==> config.mk <==
export PLATFORM = sky130hd
export DESIGN_NAME = stb_window_accum
export DESIGN_NICKNAME = d
export VERILOG_FILES = /design/src/rtl/stb_pkg.sv /design/src/rtl/stb_result_reg.sv /design/src/rtl/stb_window_accum.sv
export SDC_FILE = /design/constraint.sdc
export NUM_CORES = 1
export LEC_CHECK = 0
export ABC_AREA = 1
export ABC_CLOCK_PERIOD_IN_PS = 3600
export CORE_ASPECT_RATIO = 0.7
export CORE_MARGIN = 2
export CORE_UTILIZATION = 30
export DETAILED_ROUTE_END_ITERATION = 12
export PLACE_DENSITY = 0.53
export SYNTH_ARGS = -nofsm -noshare
export SYNTH_HDL_FRONTEND = slang
export SYNTH_SLANG_ARGS = --single-unit
==> constraint.sdc <==
create_clock -name clk -period 3.6 [get_ports clk]
set_clock_uncertainty 0.15 [all_clocks]
set_input_delay 0.9 -clock clk [delete_from_list [all_inputs] [get_ports clk]]
set_output_delay 0.9 -clock clk [all_outputs]
set_load 0.02 [all_outputs]
==> src/rtl/stb_pkg.sv <==
// Shared types and constants for the stochastic-to-binary window accumulator.
// STB_BIPOLAR_EN selects the signed result encoding in stb_result_reg.
package stb_pkg;

  typedef enum logic [1:0] {
    IDLE,
    ARM,
    ACCUM
  } stb_state_t;

  localparam int STB_NW  = 8;
  localparam int STB_WIN = 1 << STB_NW;

endpackage

==> src/rtl/stb_result_reg.sv <==
// Result holding register with valid/ready handshake and sticky overrun.
// Defining STB_BIPOLAR_EN converts the count to 2*count - 2^N_W.
module stb_result_reg
  import stb_pkg::*;
#(
  parameter int N_W = STB_NW
) (
  input  logic           clk,
  input  logic           resetn,
  input  logic           load,
  input  logic [N_W:0]   load_data,
  input  logic           start,
  input  logic           result_ready,
  output logic [N_W+1:0] result,
  output logic           result_valid,
  output logic           overrun
);

  logic [N_W+1:0] conv;

`ifdef STB_BIPOLAR_EN
  localparam logic [N_W+1:0] OFS = {2'b01, {N_W{1'b0}}};
  assign conv = {load_data, 1'b0} - OFS;
`else
  assign conv = {1'b0, load_data};
`endif

  logic lost;
  assign lost = load && result_valid && !result_ready;

  always_ff @(posedge clk or negedge resetn) begin
    if (!resetn) begin
      result       <= '0;
      result_valid <= 1'b0;
      overrun      <= 1'b0;
    end else begin
      if (load) begin
        result       <= conv;
        result_valid <= 1'b1;
      end else if (result_valid && result_ready) begin
        result_valid <= 1'b0;
      end
      // a fresh loss outranks a simultaneous clear
      if (lost)
        overrun <= 1'b1;
      else if (start)
        overrun <= 1'b0;
    end
  end

endmodule

==> src/rtl/stb_window_accum.sv <==
// Counts ones of a stochastic stream over one phase period, aligned to wrap.
// STB_BIPOLAR_EN (see stb_result_reg) selects signed output encoding.
module stb_window_accum
  import stb_pkg::*;
#(
  parameter int N_W = STB_NW
) (
  input  logic           clk,
  input  logic           resetn,
  input  logic [N_W-1:0] phase,
  input  logic           sbit,
  input  logic           start,
  input  logic           cont,
  output logic           busy,
  output logic [N_W+1:0] result,
  output logic           result_valid,
  input  logic           result_ready,
  output logic           overrun
);

  stb_state_t   state;
  logic [N_W:0] acc;
  logic [N_W:0] sum;
  logic         ph_zero;
  logic         ph_last;
  logic         load;

  assign ph_zero = (phase == '0);
  assign ph_last = &phase;
  assign sum     = acc + {{N_W{1'b0}}, sbit};
  assign load    = (state == ACCUM) && ph_last;
  assign busy    = (state != IDLE);

  always_ff @(posedge clk or negedge resetn) begin
    if (!resetn) begin
      state <= IDLE;
      acc   <= '0;
    end else begin
      unique case (state)
        IDLE: begin
          if (start)
            state <= ARM;
        end
        ARM: begin
          if (ph_zero) begin
            acc   <= {{N_W{1'b0}}, sbit};
            state <= ACCUM;
          end
        end
        ACCUM: begin
          acc <= sum;
          // next cycle is phase 0, so re-arming keeps windows gapless
          if (ph_last)
            state <= cont ? ARM : IDLE;
        end
        default: state <= IDLE;
      endcase
    end
  end

  stb_result_reg #(
    .N_W(N_W)
  ) u_res (
    .clk         (clk),
    .resetn      (resetn),
    .load        (load),
    .load_data   (sum),
    .start       (start),
    .result_ready(result_ready),
    .result      (result),
    .result_valid(result_valid),
    .overrun     (overrun)
  );

endmodule

; Word-level counts from Yosys, hierarchy flattened
; Cells that the tools add are included.
[op_classes]
reduce_logical = 14
n_addsub = 1
eq_ne = 5
muxes = 11
[ops]
columns = cell, count
row1 = 9-bit case mux with 2 select lines, 1
row2 = 9-bit by 1-bit adder with 9-bit output, 1
row3 = 9-bit 2-to-1 mux, 1
row4 = 8-bit zero test, 1
row5 = 8-bit AND reduction, 1
row6 = 2-bit nonzero test, 4
row7 = 2-bit 2-to-1 mux, 3
row8 = 2-bit != test (second input constant), 3
row9 = 2-bit case mux with 3 select lines, 1
row10 = 1-bit 2-to-1 mux, 5
row11 = 1-bit logical AND, 4
row12 = 3-bit AND reduction, 1
row13 = 2-bit by 1-bit equality test with 1-bit output (second input constant), 1
row14 = 2-bit equality test (second input constant), 1
row15 = 2-bit zero test, 1
row16 = 2-bit AND reduction, 1
row17 = 1-bit zero test, 1
[word_totals]
reg_bits = 22
inputBits = 14
output_inout_bits = 13
wordCells = 36

; Longest topological paths before layout
[depth]
ltp_word = 5
mapped_depth = 9
depth_no_buf = 9

; Hierarchy
; Synthesis repeated with hierarchy kept, for this count alone.
[unflattened]
hier_cells = 159
hier_area_um2 = 1168.6
[modules_own_cells]
columns = mod, area_per_inst_um2, seq_area_each_um2, cells_per_inst, n_inst
row1 = stb_window_accum, 730.7, 275.3, 110, 1
row2 = stb_result_reg, 437.9, 275.3, 49, 1

; Worst setup path after synthesis
; No wires, ideal clock.
[synth_path]
path_kind = input to register
start = input sbit
end = register acc[8]
path_slack_ps = 1651
setup_time_ps = 117
t_required_ps = 3333
path_stages = 9
n_path_buf = 0
t_arrival_ps = 1682
cell_sequence = ha_1 -> ha_1 -> nand2_1 -> nor2_1 -> nand2_1 -> nand2_1 -> nand2_1 -> nand2_1 -> nand2_1
[synth_via]
elab_chain_len = 2
[synth_rtl]
columns = element, line_no
row1 = start: declaration, stb_window_accum.sv:11  ; input logic sbit,
row2 = 9-bit by 1-bit adder with 9-bit output, stb_window_accum.sv:30  ; assign sum = acc + {{N_W{1'b0}}, sbit};
row3 = 9-bit case mux with 2 select lines, stb_window_accum.sv:39  ; unique case (state)
row4 = end signal: assignment, stb_window_accum.sv:46  ; acc <= {{N_W{1'b0}}, sbit};
row5 = end signal: assignment, stb_window_accum.sv:51  ; acc <= sum;
row6 = end: declaration, stb_window_accum.sv:22  ; logic [N_W:0] acc;
; Every way passes these cells.
; A chain may end at the register's enable or synchronous reset.

; Worst setup path after layout
[layout_path]
start = input phase[1]
end = register u_res.result[7]
[layout_via]
elab_chain_len = 2
[layout_rtl]
columns = element, line_no
row1 = start: declaration, stb_window_accum.sv:10  ; input logic [N_W-1:0] phase,
row2 = 8-bit AND reduction, stb_window_accum.sv:29  ; assign ph_last = &phase;
row3 = 1-bit logical AND, stb_window_accum.sv:31  ; assign load = (state == ACCUM) && ph_last;
row4 = end signal: assignment, stb_result_reg.sv:38  ; result <= conv;
row5 = end: declaration, stb_result_reg.sv:14  ; output logic [N_W+1:0] result,
; Every way passes these cells.

==> run metrics <==
Initial Utilization=31.88%; Clock Sinks=22; commonest non-fill, non-tap cell in the layout=nand2_1; Req. time, crit path=3.66 ns; # DRC=0; # resized after CTS=0; R2R depth=6; setup TNS=0 ns; core region area=3603 um^2; Clock Pin Slew Worst Setup and Hold Paths=0.08 ns; final max-slew violation count=0; Via density=4.440; I/O pin count=27; maxcap violations=0; top routing layer in use=met4; Max clock buf depth=2; Final Power=0.5261 mW; first-pass GRT wire length=4685 um; Mapped Cells=157; met2 wire len=1098 um; DR pass1 iterations=4; # H-tree levels=1; # port buffers=25; total track usage=13.24%; Leak=0.7720 nW; DRT antenna net count=0; CTS tree=built; Crit. End Element=flip-flop; routed length on met1=1368 um; RePlAce Congestion=0.7818; Die H=55.77 um; HP Class=reg2reg; status=finished, final reports clean; RSZ-0062 raised after global routing=no; Iteration-0 DRC Markers=62; clk root buf=clkbuf_8; GRT overflow=0; syn_nets=173; fin crit share=68.49%; WHS Path Cells=2; Num CTS Buffers=3; Rows=18; commonest cells after routing, fill and taps aside=nand2_1 (73), clkdlybuf4s50_1 (25), dfrtp_1 (22); Crit Path Class=in2reg; vias=1,030; Critical Path AT=2.52 ns; pin count of the biggest net entering global routing=23; hpwl dp=1906 um; ant diodes=0; Yosys reg bits=22; full die area=4348 um^2; chip width=77.96 um; CP Launch Type=primary input; Netlist cell types=17; worst skew pair latency=0.26 ns; fmax=405.6 MHz; final setup vio count=0; number of antenna violations at the first check in global routing=0; Slew HR=60.15%; Final min period=2.466 ns; per-cell routed wire length=11.11 um; post-synthesis sequential area ratio=47.93%; CTS Hold Bufs=0; post-CTS setup buffers=0; mapped cell area=1149 um^2; Fin. Hold Viols=0; pin slew with the least headroom to its limit=0.5962 ns; fin nets=199; final WL=2577 um; reg-to-reg slack, setup=1.47 ns; Crit Path Max Fanout=13; synthesis-to-finish area growth=28.98%; Pwr Density=355.1 nW/um^2; vias in the first global route=1,028; met3 wire length=100 um; syn_area_per_cell=7.316 um^2; yosys warns=0; fraction of layout cells with a size suffix above 1=4.945%; peak supply drop=0.1800 mV
==> power breakdown <==
group	internal, mW	leakage, nW	switching [mW]	total (mW)
registers	0.257	0.302	0.00716	0.264
clock network	0.0975	0.0288	0.0824	0.180
logic	0.0381	0.441	0.0442	0.0823
total	0.392	0.772	0.134	0.526
==> final cells by class <==
class | count | area (um^2)
tap | 50 | 62.56
timing repair buffer | 26 | 257.7
multi-input combinational | 117 | 506.7
sequential | 22 | 550.5
inverter | 13 | 48.80
fill | 380 | 2122
clock buffer | 4 | 55.05
==> sequential cells by signal, indices dropped and copies added, names as in the netlist <==
signal and flops:
u_res.result_valid 1, acc 9, u_res.overrun 1, u_res.result 9
state 2
==> cells by family (layout without fill, tap and decap cells) <==
group / Yosys count / in the layout / synth area share [%]
fa+ha+maj: 2 / 2 / 2.178
other cells: 1 / 1 / 0.3265
xor+xnor: 2 / 2 / 1.525
compound gates: 7 / 7 / 3.376
flops: 22 / 22 / 47.93
simple gates: 105 / 105 / 36.71
buf+inv: 18 / 43 / 7.951
==> routing by layer <==
layer,vias up,track usage (%)
met4,0,1.504
met3,2,3.896
li1,531,-
met1,482,19.02
met5,-,0
met2,15,20.44
==> worst paths after layout <==
path	start	end
min in group asynchronous	resetn	acc[6]$_DFFE_PN0P_
hold reg to reg	u_res.result[5]$_DFFE_PN0P_	u_res.result[5]$_DFFE_PN0P_
setup reg to reg	state[1]$_DFFE_PN0P_	u_res.result[7]$_DFFE_PN0P_
max in group asynchronous	resetn	u_res.result[0]$_DFFE_PN0P_
hold / removal	u_res.result[5]$_DFFE_PN0P_	u_res.result[5]$_DFFE_PN0P_
setup / recovery	phase[1]	u_res.result[7]$_DFFE_PN0P_
==> per-stage QoR <==
step | setup WS [ns] | utilization, % | std cells | hold WS [ns] | instance area (um^2)
6_report | 1.134 | 41.11 | 232 | 0.3344 | 1481
5_1_grt | 0.9118 | 41.11 | 232 | 0.3649 | 1481
3_5_place_dp | 0.8180 | 39.58 | 228 | 0.3157 | 1426
4_1_cts | 1.097 | 41.11 | 232 | 0.3387 | 1481
3_3_place_gp | 0.9123 | 39.58 | 228 | 0.3176 | 1426
2_1_floorplan | 1.651 | - | 157 | 0.3291 | 1149
==> critical path: stages <==
cell	delay, ns
clkdlybuf4s50_1	0.48
nand2_1	0.05
nor2_1	0.13
nand3_1	0.45
inv_2	0.33
nand3_1	0.11
nand2_1	0.07
==> synth_stat cells <==
| library cell | n | area (um^2) |
|---|---|---|
| nand2_1 | 73 | 274.0 |
| dfrtp_1 | 22 | 550.5 |
| nor2_1 | 15 | 56.30 |
| nand3_1 | 14 | 70.07 |
| inv_1 | 11 | 41.29 |
| o21ai_0 | 5 | 25.02 |
| buf_4 | 2 | 15.01 |
| buf_6 | 2 | 22.52 |
| ha_1 | 2 | 25.02 |
| inv_2 | 2 | 7.510 |
| nand3b_1 | 2 | 15.01 |
| xor2_1 | 2 | 17.52 |
| a21oi_1 | 1 | 5.000 |
| buf_2 | 1 | 5.000 |
| conb_1 | 1 | 3.750 |
| nor2_2 | 1 | 6.260 |
| o21ai_2 | 1 | 8.760 |
(Power assumes the default switching activity.)
